===== src/rtl/dda_step_generator_if.sv =====
// Move-command handshake between the SPI command FSM (master) and the DDA step generator (slave).
interface dda_step_generator_if #(
    parameter int ACC_W  = 64,
    parameter int TICK_W = 32
);
    logic              cmd_valid;
    logic              cmd_ready;
    logic              cmd_dir;
    logic [ACC_W-1:0]  cmd_velocity;
    logic [ACC_W-1:0]  cmd_accel;
    logic [TICK_W-1:0] cmd_ticks;

    modport master (
        output cmd_valid, cmd_dir, cmd_velocity, cmd_accel, cmd_ticks,
        input  cmd_ready
    );

    modport slave (
        input  cmd_valid, cmd_dir, cmd_velocity, cmd_accel, cmd_ticks,
        output cmd_ready
    );
endinterface


===== src/rtl/dda_step_generator.sv =====
// DDA step generator: turns queued (rate, accel, ticks) moves into step/dir/enable,
// with a one-deep command slot so consecutive moves run back-to-back.
module dda_step_generator #(
    parameter int ACC_W             = 64,
    parameter int TICK_W            = 32,
    parameter int STEP_PULSE_CYCLES = 8,
    parameter int DIR_SETUP_CYCLES  = 4
) (
    input  logic                 CLK,
    input  logic                 resetn,
    dda_step_generator_if.slave  cmd,
    input  logic [7:0]           clock_divisor,
    input  logic                 halt,
    output logic                 step,
    output logic                 dir,
    output logic                 enable,
    output logic                 move_done,
    output logic                 step_overrun
);
    localparam int PW = $clog2(STEP_PULSE_CYCLES + 1);
    localparam int SW = $clog2(DIR_SETUP_CYCLES + 1);

    typedef enum logic [1:0] {S_IDLE, S_LOAD, S_SETUP, S_RUN} state_t;

    state_t r_state, w_next;

    logic              r_pend_valid, r_pend_dir;
    logic [ACC_W-1:0]  r_pend_vel, r_pend_accel;
    logic [TICK_W-1:0] r_pend_ticks;

    logic              r_act_dir, r_dir;
    logic [ACC_W-1:0]  r_vel, r_accel, r_acc;
    logic [TICK_W-1:0] r_ticks_left;
    logic [7:0]        r_presc;
    logic [SW-1:0]     r_setup_cnt;
    logic              r_step, r_overrun, r_move_done;
    logic [PW-1:0]     r_pulse_cnt;

    logic              w_accept, w_tick, w_last, w_need_setup, w_setup_done;
    logic              w_load_zero, w_setup_zero, w_done_now, w_carry_tick;
    logic [ACC_W:0]    w_acc_sum;
    logic [ACC_W+1:0]  w_vel_sum;
    logic [ACC_W-1:0]  w_vel_sat;

    assign w_accept     = cmd.cmd_valid && !r_pend_valid && !halt;
    assign w_tick       = (r_state == S_RUN) && (r_presc == clock_divisor) && !halt;
    assign w_last       = w_tick && (r_ticks_left == TICK_W'(1));
    assign w_need_setup = (r_pend_dir != r_dir) || r_step;
    assign w_setup_done = (r_state == S_SETUP) && !r_step && (r_setup_cnt == SW'(1));
    assign w_load_zero  = (r_state == S_LOAD) && !w_need_setup && (r_pend_ticks == '0);
    assign w_setup_zero = w_setup_done && (r_ticks_left == '0);
    assign w_done_now   = !halt && (w_last || w_load_zero || w_setup_zero);

    assign w_acc_sum    = {1'b0, r_acc} + {1'b0, r_vel};
    assign w_carry_tick = w_tick && w_acc_sum[ACC_W];
    // Two guard bits: the top one flags a negative result, the next one overflow past max.
    assign w_vel_sum    = {2'b00, r_vel} + {{2{r_accel[ACC_W-1]}}, r_accel};
    assign w_vel_sat    = w_vel_sum[ACC_W+1] ? '0 :
                          w_vel_sum[ACC_W]   ? '1 : w_vel_sum[ACC_W-1:0];

    always_ff @(posedge CLK or negedge resetn) begin
        if (!resetn) r_state <= S_IDLE;
        else         r_state <= w_next;
    end

    always_comb begin
        w_next = r_state;
        if (halt) begin
            w_next = S_IDLE;
        end else begin
            case (r_state)
                S_IDLE:  if (r_pend_valid) w_next = S_LOAD;
                S_LOAD: begin
                    if (w_need_setup)             w_next = S_SETUP;
                    else if (r_pend_ticks == '0)  w_next = S_IDLE;
                    else                          w_next = S_RUN;
                end
                S_SETUP: begin
                    if (w_setup_zero)      w_next = r_pend_valid ? S_LOAD : S_IDLE;
                    else if (w_setup_done) w_next = S_RUN;
                end
                S_RUN:   if (w_last) w_next = r_pend_valid ? S_LOAD : S_IDLE;
                default: w_next = S_IDLE;
            endcase
        end
    end

    always_comb begin
        enable        = (r_state != S_IDLE) || r_step;
        cmd.cmd_ready = !r_pend_valid;
        step          = r_step;
        dir           = r_dir;
        move_done     = r_move_done;
        step_overrun  = r_overrun;
    end

    always_ff @(posedge CLK or negedge resetn) begin
        if (!resetn) begin
            r_pend_valid <= 1'b0;
            r_pend_dir   <= 1'b0;
            r_pend_vel   <= '0;
            r_pend_accel <= '0;
            r_pend_ticks <= '0;
        end else if (halt) begin
            r_pend_valid <= 1'b0;
        end else begin
            if (r_state == S_LOAD) r_pend_valid <= 1'b0;
            if (w_accept) begin
                r_pend_valid <= 1'b1;
                r_pend_dir   <= cmd.cmd_dir;
                r_pend_vel   <= cmd.cmd_velocity;
                r_pend_accel <= cmd.cmd_accel;
                r_pend_ticks <= cmd.cmd_ticks;
            end
        end
    end

    always_ff @(posedge CLK or negedge resetn) begin
        if (!resetn) begin
            r_act_dir    <= 1'b0;
            r_dir        <= 1'b0;
            r_vel        <= '0;
            r_accel      <= '0;
            r_acc        <= '0;
            r_ticks_left <= '0;
            r_presc      <= '0;
            r_setup_cnt  <= '0;
            r_move_done  <= 1'b0;
        end else begin
            r_move_done <= w_done_now;
            if (halt) begin
                r_acc <= '0;
            end else begin
                case (r_state)
                    S_LOAD: begin
                        r_act_dir    <= r_pend_dir;
                        r_vel        <= r_pend_vel;
                        r_accel      <= r_pend_accel;
                        r_ticks_left <= r_pend_ticks;
                        r_presc      <= '0;
                        r_setup_cnt  <= SW'(DIR_SETUP_CYCLES);
                    end
                    S_SETUP: begin
                        // The hold count only runs once the previous pulse has dropped.
                        if (!r_step) begin
                            r_dir <= r_act_dir;
                            if (r_setup_cnt != SW'(1)) r_setup_cnt <= r_setup_cnt - SW'(1);
                        end
                    end
                    S_RUN: begin
                        r_presc <= (r_presc == clock_divisor) ? 8'd0 : r_presc + 8'd1;
                        if (w_tick) begin
                            r_acc        <= w_acc_sum[ACC_W-1:0];
                            r_vel        <= w_vel_sat;
                            r_ticks_left <= r_ticks_left - TICK_W'(1);
                        end
                    end
                    default: ;
                endcase
            end
        end
    end

    always_ff @(posedge CLK or negedge resetn) begin
        if (!resetn) begin
            r_step      <= 1'b0;
            r_pulse_cnt <= '0;
            r_overrun   <= 1'b0;
        end else if (r_step) begin
            if (r_pulse_cnt == '0) r_step <= 1'b0;
            else                   r_pulse_cnt <= r_pulse_cnt - PW'(1);
            if (w_carry_tick)      r_overrun <= 1'b1;
        end else if (w_carry_tick) begin
            r_step      <= 1'b1;
            r_pulse_cnt <= PW'(STEP_PULSE_CYCLES - 1);
        end
    end
endmodule


===== src/flat_wrapper.sv =====
// flat-port wrapper written by rule: the top's interface ports become plain ports
module dda_step_generator_flat 
#(
    parameter int ACC_W             = 64,
    parameter int TICK_W            = 32,
    parameter int STEP_PULSE_CYCLES = 8,
    parameter int DIR_SETUP_CYCLES  = 4
)
  (CLK, resetn, clock_divisor, halt, step, dir, enable, move_done, step_overrun, cmd_cmd_valid, cmd_cmd_dir, cmd_cmd_velocity, cmd_cmd_accel, cmd_cmd_ticks, cmd_cmd_ready);
  dda_step_generator_if #(.ACC_W(ACC_W), .TICK_W(TICK_W)) cmd_i ();
  input  logic CLK;
  input  logic resetn;
  input  logic [7:0] clock_divisor;
  input  logic halt;
  output logic step;
  output logic dir;
  output logic enable;
  output logic move_done;
  output logic step_overrun;
  input wire logic [$bits(cmd_i.cmd_valid)-1:0] cmd_cmd_valid;
  input wire logic [$bits(cmd_i.cmd_dir)-1:0] cmd_cmd_dir;
  input wire logic [$bits(cmd_i.cmd_velocity)-1:0] cmd_cmd_velocity;
  input wire logic [$bits(cmd_i.cmd_accel)-1:0] cmd_cmd_accel;
  input wire logic [$bits(cmd_i.cmd_ticks)-1:0] cmd_cmd_ticks;
  output wire logic [$bits(cmd_i.cmd_ready)-1:0] cmd_cmd_ready;
  assign cmd_i.cmd_valid = cmd_cmd_valid;
  assign cmd_i.cmd_dir = cmd_cmd_dir;
  assign cmd_i.cmd_velocity = cmd_cmd_velocity;
  assign cmd_i.cmd_accel = cmd_cmd_accel;
  assign cmd_i.cmd_ticks = cmd_cmd_ticks;
  assign cmd_cmd_ready = cmd_i.cmd_ready;
  dda_step_generator #(.ACC_W(ACC_W), .TICK_W(TICK_W), .STEP_PULSE_CYCLES(STEP_PULSE_CYCLES), .DIR_SETUP_CYCLES(DIR_SETUP_CYCLES)) u_core (.CLK(CLK), .resetn(resetn), .cmd(cmd_i), .clock_divisor(clock_divisor), .halt(halt), .step(step), .dir(dir), .enable(enable), .move_done(move_done), .step_overrun(step_overrun));
endmodule

===== config.mk =====
export PLATFORM = sky130hd
export DESIGN_NAME = dda_step_generator_flat
export DESIGN_NICKNAME = d
export VERILOG_FILES = /design/src/rtl/dda_step_generator_if.sv /design/src/rtl/dda_step_generator.sv /design/src/flat_wrapper.sv
export SDC_FILE = /design/constraint.sdc
export NUM_CORES = 1
export LEC_CHECK = 0
export ABC_AREA = 1
export CORE_MARGIN = 4
export CORE_UTILIZATION = 45
export DETAILED_ROUTE_END_ITERATION = 8
export DONT_BUFFER_PORTS = 1
export PLACE_DENSITY = 0.62
export SYNTH_ARGS = -nofsm -noshare
export SYNTH_HDL_FRONTEND = slang
export SYNTH_SLANG_ARGS = --single-unit

===== constraint.sdc =====
create_clock -name CLK -period 3.3 [get_ports CLK]
set_clock_uncertainty 0.15 [all_clocks]
set_input_delay 0.66 -clock CLK [delete_from_list [all_inputs] [get_ports CLK]]
set_output_delay 0.66 -clock CLK [all_outputs]
set_load 0.02 [all_outputs]

# After elaboration in Yosys (flattened, before gate mapping)
# Cells that the tools add are included.
# W data, S select, Z words.
# totals
regBits	408
inputBits	173
# op_classes
reduce_logical	41
eq_ne	15
muxes	32
addsub	6
bitwise	2
# op_table
operator	count
$mux W64	6
$pmux W64 S2	1
$add A65 B64 Y66	1
$add A64 B64 Y65	1
$logic_not A32 Y1	2
$pmux W32 S2	1
$eq A32 B1 Y1 const B	1
$mux W32	1
$sub A32 B1 Y32 const B	1
$pmux W8 S2	1
$mux W2	7
$logic_and A1 B1 Y1	12
$mux W4	3
$reduce_and A2 Y1	6
$reduce_bool A2 Y1	6
$reduce_and A3 Y1	3
$add A8 B1 Y8 const B	1
$eq A8 B8 Y1	1
$mux W8	1
$pmux W2 S4	1
$mux W1	7
$mux W3	2
$ne A2 B2 Y1 const B	3
$ne A3 B2 Y1 const B	2
other kinds (17)	25

# Logic depth before layout (Yosys ltp)
# Gate-level depths: netlist of the first run.
# depth
word_depth	8
depth_mapped	18
ltp_nobuf	17

# Worst setup path before layout of the first run
# No wires, ideal clock.
# synth_path
path_type	register -> register
startpoint	register u_core.r_vel[0]
endpoint	register u_core.r_vel[55]
slack_ns	0.830
t_required_ns	3.028
synth_period_minus_slack_ns	2.470
path_stages_with_launch	18
n_path_buf	1
t_arrival_ns	2.198
cell_sequence	dfrtp_1 -> ha_1 -> fa_1 -> nand2_1 -> nand2_1 -> nand3b_1 -> nand2_1 -> nand2_1 -> nand2_2 -> nand2_1 -> nand2_1 -> nand2_1 -> nand3_1 -> nand2_2 -> buf_4 -> nand3_1 -> nand2_2 -> a21oi_2
# synth_between
elab_chain_cells	5
# synth_lines
item	line	source
start: declaration	dda_step_generator.sv:32	logic [ACC_W-1:0] r_vel, r_accel, r_acc;
start signal: assignment	dda_step_generator.sv:137	r_vel <= r_pend_vel;
start signal: assignment	dda_step_generator.sv:154	r_vel <= w_vel_sat;
$add A65 B64 Y66 (*)	dda_step_generator.sv:57	assign w_vel_sum = {2'b00, r_vel} + {{2{r_accel[ACC_W-1]}}, r_accel};
$mux W64	dda_step_generator.sv:59	w_vel_sum[ACC_W] ? '1 : w_vel_sum[ACC_W-1:0];
$mux W64 (*)	dda_step_generator.sv:58	assign w_vel_sat = w_vel_sum[ACC_W+1] ? '0 :
$mux W64 (*)	dda_step_generator.sv:152	if (w_tick) begin
$pmux W64 S2 (*)	dda_step_generator.sv:134	case (r_state)
# Every way passes the cells marked *; elsewhere a longest branch is shown, timed or not. The select of a mux whose other input is x is not followed.
# A chain may end at the register's enable or synchronous reset.

# Worst setup path after layout of the first run
# layout_path
startpoint	register u_core.r_vel[31]
endpoint	register u_core.r_vel[42]
# Same word-level chain as after synthesis.

==> impl_metrics.xml, run 1 <==
<?xml version="1.0" encoding="UTF-8"?>
<metrics>
  <group name="run_status">
    <metric name="run_status" unit="">finished with violations</metric>
    <metric name="violations" unit="">hold timing, slew limit</metric>
  </group>
  <group name="global_routing">
    <metric name="grt_use_met1" unit="%">37.0</metric>
    <metric name="globalRouteOverflowTotal" unit="">0</metric>
    <metric name="number_of_global_route_vias_before_repair" unit="">25400</metric>
    <metric name="grt_max_degree" unit="">409</metric>
    <metric name="global_route_wire_length_before_repair" unit="mm">143</metric>
    <metric name="global_route.peak_usage_layer" unit="">met2</metric>
    <metric name="globalRouteTotalUtil" unit="%">27.3</metric>
    <metric name="met3_usage" unit="%">4.03</metric>
    <metric name="grt_use_met2" unit="%">44.7</metric>
    <metric name="number_of_antenna_violations_at_the_first_check_in_global_routing" unit="">3</metric>
  </group>
  <group name="sta">
    <metric name="relative_slew_slack" unit="%">-35.2</metric>
    <metric name="timing.final.max_slew_violations" unit="">200</metric>
    <metric name="unrepaired_setup_endpoints_after_global_routing" unit="">no</metric>
    <metric name="final_min_period_over_clock_period" unit="%">95.8</metric>
    <metric name="timing.final.setup_violations" unit="">0</metric>
    <metric name="hold_violations" unit="">242</metric>
    <metric name="highest_achievable_clock_rate" unit="GHz">0.316</metric>
    <metric name="worst_slew_pin_slew" unit="ns">2.03</metric>
    <metric name="hold_slack" unit="ns">-0.365</metric>
    <metric name="min_period" unit="ns">3.16</metric>
    <metric name="finalSetupTns" unit="ns">0</metric>
  </group>
  <group name="worst_setup_path">
    <metric name="critical_path_peak_fanout" unit="">40</metric>
    <metric name="critPathTopFamily" unit="">simple AND/OR/NAND/NOR gates</metric>
    <metric name="crit_path_frequent_cell" unit="">nand2_1</metric>
    <metric name="critical_path.cell_chain" unit="">ha_1, nand2_1, inv_1, a21oi_1, nand2_1, a21oi_1, nand2_1, nand2_1, nand3_1, nand2_2, buf_12, nand3_1, nand2_2, a21oi_2</metric>
    <metric name="critical-path-slowest-cell" unit="">dfrtp_1</metric>
    <metric name="crit_path_max_incr_delay" unit="ns">0.47</metric>
    <metric name="worstPathArrival" unit="ns">3.48</metric>
    <metric name="crit_path_end_kind" unit="">flop</metric>
    <metric name="worstSetupPathDepth" unit="">14</metric>
    <metric name="timing.critical_path.buf_inv" unit="">2</metric>
    <metric name="timing.critical_path.required" unit="ns">3.62</metric>
    <metric name="setup.worst_path.start_class" unit="">flop</metric>
    <metric name="reg2reg_slack" unit="ns">0.14</metric>
    <metric name="worst-r2r-cell-count" unit="">14</metric>
    <metric name="path_class" unit="">reg2reg</metric>
  </group>
  <group name="cells_and_area">
    <metric name="fillerInstances" unit="">6331</metric>
    <metric name="multiInputGateArea" unit="mm²">0.0155</metric>
    <metric name="layout-area-overhead-vs-synth" unit="%">9.87</metric>
    <metric name="nNetsFinal" unit="">4315</metric>
    <metric name="finish.cell_count_without_fillers" unit="">4878</metric>
    <metric name="antenna-diode-count" unit="">0</metric>
    <metric name="sequential_standard_cell_area" unit="mm²">0.0102</metric>
    <metric name="fraction_of_layout_cells_with_a_size_suffix_above_1" unit="%">10.4</metric>
    <metric name="final_cell_area_excluding_filler_cells" unit="mm²">0.0310</metric>
  </group>
  <group name="pwr">
    <metric name="cellPowerDensity" unit="mW/mm²">1010</metric>
    <metric name="total_power" unit="mW">31.4</metric>
    <metric name="power.ir.vdd_worst" unit="V">0.000485</metric>
    <metric name="p_leak" unit="nW">15.5</metric>
  </group>
  <group name="placement">
    <metric name="detailed_place.area" unit="mm²">0.0294</metric>
    <metric name="port_buffers" unit="">0</metric>
    <metric name="dp_hpwl" unit="mm">73.2</metric>
    <metric name="dp.cells" unit="">4790</metric>
    <metric name="gp_congestion" unit="">0.990</metric>
  </group>
  <group name="clock_tree">
    <metric name="cts.clk_slew.worst_paths" unit="ns">0.06</metric>
    <metric name="cts_hold_buffers" unit="">1</metric>
    <metric name="numCtsBuffers" unit="">48</metric>
    <metric name="ctsHtreeMaxLevel" unit="">2</metric>
    <metric name="clkLatencyLatePin" unit="ns">0.60</metric>
    <metric name="clock_sinks" unit="">408</metric>
    <metric name="post-cts-setup-buffer-count" unit="">0</metric>
    <metric name="tritoncts" unit="">done</metric>
    <metric name="cts_root_buffer" unit="">clkbuf_16</metric>
    <metric name="clockBufferDepth" unit="">3</metric>
  </group>
  <group name="synth">
    <metric name="synthDominantAreaCellType" unit="">dfrtp_1</metric>
    <metric name="synthesized_netlist_cell_count" unit="">4001</metric>
    <metric name="syn-cell-area" unit="mm²">0.0283</metric>
    <metric name="async_reset_ff_share" unit="%">100</metric>
    <metric name="synth_common_cells" unit="">1053 x nand2_1, 543 x inv_1, 469 x nor2_1</metric>
    <metric name="synth_enable_flop_cells" unit="">0</metric>
    <metric name="synth-main-ff-cell" unit="">dfrtp_1</metric>
    <metric name="synth-seq-area-share" unit="%">36.1</metric>
    <metric name="ys_seq_elements" unit="">408</metric>
    <metric name="synthesis.nets" unit="">4312</metric>
    <metric name="synth.distinct_cells" unit="">54</metric>
    <metric name="synth_top_cell_area_share" unit="%">36.1</metric>
    <metric name="synth_area_per_cell" unit="µm²">7.06</metric>
    <metric name="ys_top_cells_by_area" unit="">dfrtp_1 36%, nand2_1 14%, inv_1 7.2%</metric>
    <metric name="synth_most_common_cell" unit="">nand2_1</metric>
    <metric name="yosysWarningCount" unit="">0</metric>
  </group>
  <group name="drt">
    <metric name="route.detailed.vias_per_inst" unit="">5.34</metric>
    <metric name="avgRoutedWirePerCell" unit="µm">19.0</metric>
    <metric name="count_of_antenna_violating_nets_left_after_detailed_routing" unit="">0</metric>
    <metric name="first_pass_detailed_route_iteration_total" unit="">6</metric>
    <metric name="drt_iter0_markers" unit="">2050</metric>
    <metric name="route.detailed.drc" unit="">0</metric>
    <metric name="route.vias.total" unit="">26000</metric>
    <metric name="drt_wl_total" unit="mm">92.9</metric>
  </group>
  <group name="floorplanning">
    <metric name="placement_rows" unit="">91</metric>
    <metric name="start_util" unit="%">45.6</metric>
    <metric name="core_region_area" unit="mm²">0.0619</metric>
    <metric name="io-pin-count" unit="">179</metric>
    <metric name="dieArea" unit="mm²">0.0669</metric>
    <metric name="floorplan.die.height" unit="µm">259</metric>
    <metric name="die-width" unit="µm">259</metric>
  </group>
  <group name="job">
    <metric name="maxCapViolations" unit="">0</metric>
  </group>
  <group name="hold_path">
    <metric name="worst_hold_path_type" unit="">in2async</metric>
  </group>
</metrics>
==> final cells by class <==
type                       count  share of cell area, %
clock buffer                  66                   4.41
clock inverter                21                  0.939
inverter                     558                   6.75
multi-input combinational   2936                   49.9
sequential                   408                   32.9
tap                          837                   3.37
timing repair buffer          52                   1.75
==> through the flow <==
step	worst slack [ns]	utilization, %
after CTS	0.122	50.1
after global placement	0.146	47.4
final	0.139	50.1
after global routing	0.0262	50.1
after detailed placement	0.137	47.4
after floorplan	0.830	-
==> cell usage in the layout, fill, tap and decap left out, types with 17 or more instances in the layout <==
master / instances
inv_1: 542
nor2_1: 469
nand2_2: 72
o21ai_0: 227
nand4_1: 39
xnor2_1: 31
buf_4: 39
nand3_1: 167
nor3_1: 31
ha_1: 136
o21bai_1: 30
xor2_1: 18
nand2_1: 1051
mux2_2: 88
a21o_1: 18
a21oi_1: 328
clkbuf_16: 48
a31oi_1: 18
a21oi_2: 67
dfrtp_1: 408
nor4_1: 17
==> where the power goes <==
part | switching [mW] | internal (mW)
combinational | 11.9 | 5.79
sequential | 1.61 | 6.57
clock | 2.25 | 3.37
total | 15.7 | 15.7
==> sequential cells by signal (all words and copies together) (netlist names), 2 cells and up <==
signal and flops:
u_core.r_pulse_cnt 4, u_core.r_pend_ticks 32, u_core.r_state 2, u_core.r_pend_vel 64
u_core.r_accel 64, u_core.r_acc 64, u_core.r_ticks_left 32, u_core.r_presc 8
u_core.r_pend_accel 64, u_core.r_vel 64, u_core.r_setup_cnt 3
==> routing by layer <==
metal  routed length, µm  share of wire [%]
met5                  34              0.037
met2               42400                 46
met1               41100                 44
met4                3590                3.9
met3                5680                6.1
==> repair_timing <==
item / 4_1_cts / 5_1_grt
resized for setup: 0 / 5
hold endpoints to repair: 411 / 408
setup endpoints to repair: 0 / 10
==> logic make-up after synthesis <==
family | after synthesis | share of synthesized area [%]
compound gates | 747 | 15.0
xor+xnor | 49 | 1.52
fa+ha+maj | 138 | 6.16
buf+inv | 657 | 9.20
flops | 408 | 36.1
mux | 88 | 3.51
simple gates | 1914 | 28.5
==> final timing paths <==
path / startpoint / endpoint
worst min register to register: u_core.r_pend_accel[2] / u_core.r_accel[2]
max in group asynchronous: resetn / u_core.r_vel[29]
min in group CLK: cmd_cmd_velocity[43] / u_core.r_pend_vel[43]
worst min-delay path: resetn / u_core.r_acc[34]
worst max register to register: u_core.r_vel[31] / u_core.r_vel[42]
worst max-delay path: u_core.r_vel[31] / u_core.r_vel[42]
(Power assumes the default switching activity.)
==> run 2: changes to the inputs <==
--- a/config.mk
+++ b/config.mk
@@ -5,7 +5,6 @@
 export SDC_FILE = /design/constraint.sdc
 export NUM_CORES = 1
 export LEC_CHECK = 0
-export ABC_AREA = 1
 export CORE_MARGIN = 4
 export CORE_UTILIZATION = 45
 export DETAILED_ROUTE_END_ITERATION = 8
==> run 2 against run 1 <==
  * The flow finishes with violations (hold timing, setup timing)
  * Sequential share of layout area is 0.99 points higher
  * Power grew 3.4%
  * Largest power group unchanged
  * Critical path depth increased by 2
  * Fmax shrank 16%
==> impl_metrics.xml, run 2 <==
<?xml version="1.0" encoding="UTF-8"?>
<metrics>
  <group name="clock_tree">
    <metric name="ctsHtreeMaxLevel" unit="">2</metric>
    <metric name="tritoncts" unit="">done</metric>
    <metric name="clockBufferDepth" unit="">3</metric>
    <metric name="numCtsBuffers" unit="">47</metric>
    <metric name="clkLatencyLatePin" unit="ns">0.61</metric>
    <metric name="cts_root_buffer" unit="">clkbuf_16</metric>
    <metric name="cts_hold_buffers" unit="">1</metric>
    <metric name="cts.clk_slew.worst_paths" unit="ns">0.07</metric>
    <metric name="clock_sinks" unit="">408</metric>
  </group>
  <group name="job">
    <metric name="maxCapViolations" unit="">0</metric>
  </group>
  <group name="run_status">
    <metric name="run_status" unit="">finished with violations</metric>
    <metric name="violations" unit="">hold timing, setup timing</metric>
  </group>
  <group name="cells_and_area">
    <metric name="sequential_standard_cell_area" unit="mm²">0.0102</metric>
    <metric name="most_used_cells_in_the_layout_excluding_fill_and_tap_cells" unit="">408 x dfrtp_1, 354 x buf_4, 271 x a21oi_1</metric>
    <metric name="nNetsFinal" unit="">3185</metric>
    <metric name="fraction_of_layout_cells_with_a_size_suffix_above_1" unit="%">28.3</metric>
    <metric name="layout-area-overhead-vs-synth" unit="%">24.0</metric>
    <metric name="multiInputGateArea" unit="mm²">0.0141</metric>
    <metric name="final_common_cell" unit="">dfrtp_1</metric>
    <metric name="layout.core_utilization" unit="%">56.9</metric>
    <metric name="fillerInstances" unit="">4615</metric>
  </group>
  <group name="worst_setup_path">
    <metric name="critical_path_peak_fanout" unit="">8</metric>
    <metric name="crit_path_end_kind" unit="">flop</metric>
    <metric name="worstPathArrival" unit="ns">4.09</metric>
    <metric name="setup.worst_path.start_class" unit="">flop</metric>
    <metric name="timing.critical_path.required" unit="ns">3.62</metric>
    <metric name="path_class" unit="">reg2reg</metric>
    <metric name="reg2reg_slack" unit="ns">-0.47</metric>
  </group>
  <group name="sta">
    <metric name="setup_ws" unit="ns">-0.468</metric>
    <metric name="unrepaired_setup_endpoints_after_global_routing" unit="">yes</metric>
    <metric name="relative_slew_slack" unit="%">1.26</metric>
    <metric name="highest_achievable_clock_rate" unit="GHz">0.265</metric>
    <metric name="finalSetupTns" unit="ns">-23.54</metric>
    <metric name="worst_slew_pin_slew" unit="ns">1.48</metric>
    <metric name="timing.final.setup_violations" unit="">67</metric>
    <metric name="timing.final.max_slew_violations" unit="">0</metric>
    <metric name="hold_slack" unit="ns">-0.386</metric>
    <metric name="min_period" unit="ns">3.77</metric>
    <metric name="hold_violations" unit="">408</metric>
    <metric name="final_min_period_over_clock_period" unit="%">114</metric>
  </group>
  <group name="placement">
    <metric name="port_buffers" unit="">0</metric>
    <metric name="gp_congestion" unit="">0.898</metric>
    <metric name="dp_worst_setup_slack" unit="ns">-0.440</metric>
    <metric name="dp_hpwl" unit="mm">52.9</metric>
  </group>
  <group name="floorplanning">
    <metric name="start_util" unit="%">45.9</metric>
    <metric name="core_region_area" unit="mm²">0.0530</metric>
    <metric name="die-width" unit="µm">240</metric>
    <metric name="floorplan.die.height" unit="µm">240</metric>
    <metric name="placement_rows" unit="">84</metric>
    <metric name="dieArea" unit="mm²">0.0578</metric>
    <metric name="io-pin-count" unit="">179</metric>
  </group>
  <group name="pwr">
    <metric name="cellPowerDensity" unit="mW/mm²">1080</metric>
    <metric name="total_power" unit="mW">32.5</metric>
    <metric name="p_leak" unit="nW">13.3</metric>
    <metric name="power.ir.vdd_worst" unit="V">0.000614</metric>
  </group>
  <group name="synth">
    <metric name="async_reset_ff_share" unit="%">100</metric>
    <metric name="synthesized_netlist_cell_count" unit="">2573</metric>
    <metric name="synth_enable_flop_cells" unit="">0</metric>
    <metric name="synth.distinct_cells" unit="">71</metric>
    <metric name="synth_most_common_cell" unit="">dfrtp_1</metric>
    <metric name="synth-main-ff-cell" unit="">dfrtp_1</metric>
    <metric name="synth_common_cells" unit="">408 x dfrtp_1, 290 x a21oi_1, 228 x mux2_2</metric>
    <metric name="synth_area_per_cell" unit="µm²">9.45</metric>
    <metric name="ys_top_cells_by_area" unit="">dfrtp_1 42%, mux2_2 11%, ha_1 7.0%</metric>
    <metric name="synth-seq-area-share" unit="%">42.0</metric>
    <metric name="syn-cell-area" unit="mm²">0.0243</metric>
    <metric name="synthesis.nets" unit="">2884</metric>
    <metric name="ys_seq_elements" unit="">408</metric>
    <metric name="yosysWarningCount" unit="">0</metric>
    <metric name="synth_top_cell_area_share" unit="%">42.0</metric>
    <metric name="synthDominantAreaCellType" unit="">dfrtp_1</metric>
  </group>
  <group name="global_routing">
    <metric name="grt_max_degree" unit="">409</metric>
    <metric name="number_of_global_route_vias_before_repair" unit="">21000</metric>
    <metric name="global_route_wire_length_before_repair" unit="mm">115</metric>
    <metric name="globalRouteOverflowTotal" unit="">0</metric>
    <metric name="number_of_antenna_violations_at_the_first_check_in_global_routing" unit="">10</metric>
    <metric name="globalRouteTotalUtil" unit="%">24.8</metric>
  </group>
  <group name="drt">
    <metric name="route.vias.total" unit="">21100</metric>
    <metric name="count_of_antenna_violating_nets_left_after_detailed_routing" unit="">0</metric>
    <metric name="drt_iter0_markers" unit="">1510</metric>
    <metric name="route.detailed.vias_per_inst" unit="">5.85</metric>
    <metric name="route.detailed.drc" unit="">0</metric>
    <metric name="drt_wl_total" unit="mm">74.0</metric>
    <metric name="avgRoutedWirePerCell" unit="µm">20.5</metric>
    <metric name="first_pass_detailed_route_iteration_total" unit="">7</metric>
  </group>
  <group name="hold_path">
    <metric name="worst_hold_path_type" unit="">in2async</metric>
  </group>
</metrics>
-- run 2: cell count changes after synthesis, sizes merged, moves of 43 or more --
cell / change
nand2: -906
inv: -517
nor2: -264
mux2: +140
nand3: -133
a21oi: -105
clkbuf: +63
xnor2: +44
a21o: +43
-- run 2: final timing paths --
kind,to,cells past startpoint,startpoint
setup / recovery,u_core.r_vel[22],16,u_core.r_accel[0]
hold / removal,u_core.r_acc[19],0,resetn
setup reg to reg,u_core.r_vel[22],16,u_core.r_accel[0]
hold reg to reg,u_core.r_ticks_left[28],2,u_core.r_ticks_left[28]
max in group asynchronous,u_core.r_vel[39],0,resetn
min in group CLK,u_core.r_pend_vel[41],1,cmd_cmd_velocity[41]
-- run 2: kinds of logic after synthesis --
group,after synthesis,share of synthesized area [%]
adders and majority gates,138,7.17
buffers and inverters,174,2.87
xor gates and xnor gates,130,4.72
DFF,408,42.0
and+or+nand+nor,705,13.3
muxes,230,10.6
AOI/OAI and AO/OA,788,19.3
-- run 2: final cells by class --
cell class              count  area share [%]
repair buffers            386            10.6
inverters                  40           0.498
well taps                 688            2.86
clock buffers              60            4.37
flip-flops and latches    408            33.9
multi-input cells        1991            46.8
clock inverters            25           0.884
diodes                      6          0.0498
-- run 2: what timing repair did --
item | 4_1_cts | 5_1_grt
setup buffers | 15 | 19
gates cloned | 3 | 3
endpoints found under the hold margin | 412 | 408
resized for setup | 30 | 128
pin swaps | 11 | 48
endpoints found under the setup margin | 82 | 100
-- run 2: routing by layer --
metal  track usage (%)  vias to the layer above  wire, µm
met5                 0                        -        49
met4              6.63                        8      1590
met3              4.71                      110      4160
met2              41.3                      605     35300
met1              33.4                    10400     32900
li1                  -                     9971         -
-- run 2: where the power goes --
group	internal, mW	switching, mW
Clock	3.08	2.25
Sequential	6.44	1.29
Combinational	9.29	10.1
-- run 2: per-stage QoR --
stage | cells | area [µm²] | hold WS, ns
3_5_place_dp | 3476 | 27400 | 0.247
3_3_place_gp | 3476 | 27400 | 0.245
6_report | 3604 | 30100 | -0.386
4_1_cts | 3580 | 29400 | -0.394
5_1_grt | 3601 | 30100 | -0.409
2_1_floorplan | 2573 | 24300 | 0.214
-- run 2: worst max-delay path: stages (launching register included) --
cell,delay [ns]
dfrtp_1,0.38
ha_2,0.21
fa_2,0.36
a211oi_2,0.21
o21ai_2,0.10
o311a_4,0.35
o31ai_4,0.25
o21bai_4,0.12
a211o_1,0.34
a311oi_2,0.24
buf_4,0.17
xnor2_4,0.09
buf_6,0.14
buf_12,0.13
clkbuf_16,0.18
o21ai_2,0.13
a21oi_1,0.07
==> run 3: changes to the inputs <==
--- a/config.mk
+++ b/config.mk
@@ -6,10 +6,10 @@
 export NUM_CORES = 1
 export LEC_CHECK = 0
 export CORE_MARGIN = 4
-export CORE_UTILIZATION = 45
+export CORE_UTILIZATION = 65
 export DETAILED_ROUTE_END_ITERATION = 8
 export DONT_BUFFER_PORTS = 1
-export PLACE_DENSITY = 0.62
+export PLACE_DENSITY = 0.83
 export SYNTH_ARGS = -nofsm -noshare
 export SYNTH_HDL_FRONTEND = slang
 export SYNTH_SLANG_ARGS = --single-unit
==> run 3 against run 2 <==
  * The run ends with hold timing, slew limit, setup timing left
  * Largest cell class unchanged
  * Critical endpoint is now u_core.r_vel[2]
  * Flip-flop and latch count unchanged
  * First-iteration DRC count increased by 11%
  * Sequential power is 1% higher
  * Clock power shrank 6.7%
  * Critical path type unchanged
==> impl_metrics.xml, run 3 (synthesized netlist as in run 2, its figures left out) <==
<?xml version="1.0" encoding="UTF-8"?>
<metrics>
  <group name="global_routing">
    <metric name="globalRouteOverflowTotal" unit="">0</metric>
    <metric name="number_of_antenna_violations_at_the_first_check_in_global_routing" unit="">6</metric>
    <metric name="global_route_wire_length_before_repair" unit="mm">116</metric>
    <metric name="number_of_global_route_vias_before_repair" unit="">21600</metric>
    <metric name="grt_max_degree" unit="">409</metric>
    <metric name="globalRouteTotalUtil" unit="%">34.9</metric>
  </group>
  <group name="drt">
    <metric name="drt_iter0_markers" unit="">1680</metric>
    <metric name="route.detailed.drc" unit="">0</metric>
    <metric name="drt_wl_total" unit="mm">73.5</metric>
    <metric name="count_of_antenna_violating_nets_left_after_detailed_routing" unit="">0</metric>
    <metric name="first_pass_detailed_route_iteration_total" unit="">6</metric>
    <metric name="route.detailed.vias_per_inst" unit="">6.52</metric>
    <metric name="route.vias.total" unit="">21500</metric>
    <metric name="avgRoutedWirePerCell" unit="µm">22.3</metric>
  </group>
  <group name="pwr">
    <metric name="power_frac_seq" unit="%">25.4</metric>
    <metric name="swShare" unit="%">43.0</metric>
    <metric name="net_switching_power_figure" unit="mW">13.3</metric>
    <metric name="power.ir.vdd_worst" unit="V">0.000723</metric>
    <metric name="clk_network_pwr_share" unit="%">16.2</metric>
    <metric name="pwr-share-comb" unit="%">58.5</metric>
    <metric name="p_leak" unit="nW">12.8</metric>
    <metric name="cellInternalPower" unit="mW">17.5</metric>
    <metric name="cellPowerDensity" unit="mW/mm²">1070</metric>
  </group>
  <group name="floorplanning">
    <metric name="floorplan.die.height" unit="µm">201</metric>
    <metric name="dieArea" unit="mm²">0.0406</metric>
    <metric name="start_util" unit="%">66.1</metric>
    <metric name="io-pin-count" unit="">179</metric>
    <metric name="core_region_area" unit="mm²">0.0368</metric>
    <metric name="placement_rows" unit="">70</metric>
    <metric name="die-width" unit="µm">201</metric>
  </group>
  <group name="worst_setup_path">
    <metric name="crit_path_frequent_cell" unit="">buf_12</metric>
    <metric name="path_class" unit="">reg2reg</metric>
    <metric name="setup.worst_path.start_class" unit="">flop</metric>
    <metric name="critical_path.cell_chain" unit="">ha_2, fa_2, a211oi_2, o21ai_2, o311a_4, o31ai_4, o21bai_4, a211o_1, a311oi_2, buf_4, xnor2_4, buf_12, buf_12, nor2_1, o22ai_1</metric>
    <metric name="crit_path_end_kind" unit="">flop</metric>
    <metric name="timing.critical_path.required" unit="ns">3.65</metric>
    <metric name="critical-path-slowest-cell" unit="">dfrtp_1</metric>
    <metric name="crit_path_max_incr_delay" unit="ns">0.41</metric>
    <metric name="critical_path_peak_fanout" unit="">10</metric>
    <metric name="timing.critical_path.buf_inv" unit="">3</metric>
    <metric name="worstPathArrival" unit="ns">4.23</metric>
    <metric name="critPathTopFamily" unit="">compound AO/OA/AOI/OAI gates</metric>
  </group>
  <group name="clock_tree">
    <metric name="cts_hold_buffers" unit="">1</metric>
    <metric name="cts.clk_slew.worst_paths" unit="ns">0.06</metric>
    <metric name="cts_root_buffer" unit="">clkbuf_16</metric>
    <metric name="ctsHtreeMaxLevel" unit="">2</metric>
    <metric name="clkLatencyLatePin" unit="ns">0.60</metric>
    <metric name="numCtsBuffers" unit="">42</metric>
    <metric name="tritoncts" unit="">done</metric>
    <metric name="clock_sinks" unit="">408</metric>
    <metric name="clockBufferDepth" unit="">3</metric>
  </group>
  <group name="cells_and_area">
    <metric name="layout.core_utilization" unit="%">78.4</metric>
    <metric name="fraction_of_layout_cells_with_a_size_suffix_above_1" unit="%">25.0</metric>
    <metric name="sequential_standard_cell_area" unit="mm²">0.0102</metric>
    <metric name="final_common_cell" unit="">dfrtp_1</metric>
    <metric name="nNetsFinal" unit="">3098</metric>
    <metric name="multiInputGateArea" unit="mm²">0.0140</metric>
    <metric name="fillerInstances" unit="">2389</metric>
    <metric name="most_used_cells_in_the_layout_excluding_fill_and_tap_cells" unit="">407 x dfrtp_1, 286 x buf_4, 270 x a21oi_1</metric>
    <metric name="layout-area-overhead-vs-synth" unit="%">18.6</metric>
    <metric name="finish.cell_count_without_fillers" unit="">3294</metric>
  </group>
  <group name="sta">
    <metric name="finalSetupTns" unit="ns">-33.92</metric>
    <metric name="min_period" unit="ns">3.88</metric>
    <metric name="relative_slew_slack" unit="%">-51.0</metric>
    <metric name="highest_achievable_clock_rate" unit="GHz">0.258</metric>
    <metric name="worst_slew_pin_slew" unit="ns">2.27</metric>
    <metric name="hold_violations" unit="">178</metric>
    <metric name="timing.final.setup_violations" unit="">77</metric>
    <metric name="unrepaired_setup_endpoints_after_global_routing" unit="">yes</metric>
    <metric name="timing.final.max_slew_violations" unit="">254</metric>
    <metric name="setup_ws" unit="ns">-0.582</metric>
    <metric name="final_min_period_over_clock_period" unit="%">118</metric>
    <metric name="hold_slack" unit="ns">-0.378</metric>
  </group>
  <group name="placement">
    <metric name="dp_hpwl" unit="mm">51.5</metric>
    <metric name="port_buffers" unit="">0</metric>
    <metric name="dp.cells" unit="">3187</metric>
    <metric name="gp_congestion" unit="">0.954</metric>
  </group>
  <group name="hold_path">
    <metric name="worst_hold_path_type" unit="">in2async</metric>
  </group>
  <group name="job">
    <metric name="maxCapViolations" unit="">0</metric>
  </group>
  <group name="run_status">
    <metric name="run_status" unit="">finished with violations</metric>
    <metric name="violations" unit="">hold timing, slew limit, setup timing</metric>
  </group>
</metrics>
## run 3: changes by cell type in the layout (fill, tap and decap cells not counted), sizes merged
cell / previous run / this run
clkbuf: 63 / 58
clkinv: 14 / 13
clkinvlp: 6 / 0
buf: 382 / 303
bufinv: 3 / 4
## run 3: area by class of cell
cell class              count  area share (%)
clock inverters            19           0.868
clock buffers              58            4.13
diodes                      6          0.0521
multi-input cells        1991            48.4
inverters                  40           0.521
repair buffers            304            8.53
flip-flops and latches    408            35.4
well taps                 468            2.03
## run 3: worst paths after layout
check                                              from                       to  slack [ns]  depth (start not counted)
worst min register to register  u_core.r_ticks_left[28]  u_core.r_ticks_left[28]        0.34                          2
min in group CLK                   cmd_cmd_velocity[53]    u_core.r_pend_vel[53]        0.05                          1
worst max register to register          u_core.r_vel[0]          u_core.r_vel[2]       -0.58                         15
worst min-delay path                             resetn  u_core.r_pend_accel[31]       -0.38                          0
max in group asynchronous                        resetn         u_core.r_acc[28]        1.59                          0
worst max-delay path                    u_core.r_vel[0]          u_core.r_vel[2]       -0.58                         15
## run 3: metal layers
layer | global-route usage (%) | vias to the layer above | part of all wire, %
met4 | 11.4 | 10 | 3.7
met2 | 57.7 | 930 | 47
met5 | 0 | - | 0.094
met1 | 46.4 | 10500 | 41
met3 | 7.64 | 223 | 8.0
li1 | - | 9785 | -
## run 3: what timing repair did
action,4_1_cts,5_1_grt
setup buffers,13,9
hold endpoints to repair,412,408
setup endpoints to repair,84,97
gates resized for setup,37,77
pin swaps,21,30
cloned,3,0
## run 3: worst register-to-register path: stages (launching register included)
cell,delay (ns)
dfrtp_1,0.41
ha_2,0.22
fa_2,0.35
a211oi_2,0.24
o21ai_2,0.11
o311a_4,0.34
o31ai_4,0.37
o21bai_4,0.13
a211o_1,0.32
a311oi_2,0.25
buf_4,0.17
xnor2_4,0.13
buf_12,0.18
buf_12,0.17
nor2_1,0.09
o22ai_1,0.17
## run 3: through the flow
step	total power [mW]	instance area (µm²)	setup WS, ns	hold slack [ns]
after floorplan	17.6	24300	-0.176	0.214
after global placement	23.5	26600	-0.451	0.224
after detailed placement	24.1	26600	-0.571	0.225
after CTS	30.1	28400	-0.481	-0.396
after global routing	32.6	28800	-0.701	-0.398
final	30.8	28800	-0.582	-0.378
## run 3: power by group through the flow
stage          clock (mW)  combinational [mW]  sequential [mW]
3_5_place_dp            0                16.3             7.78
5_1_grt              5.22                19.4             7.95
4_1_cts              5.01                17.3             7.73
2_1_floorplan           0                10.3             7.27
6_report             4.98                18.0             7.82
3_3_place_gp            0                15.8             7.70
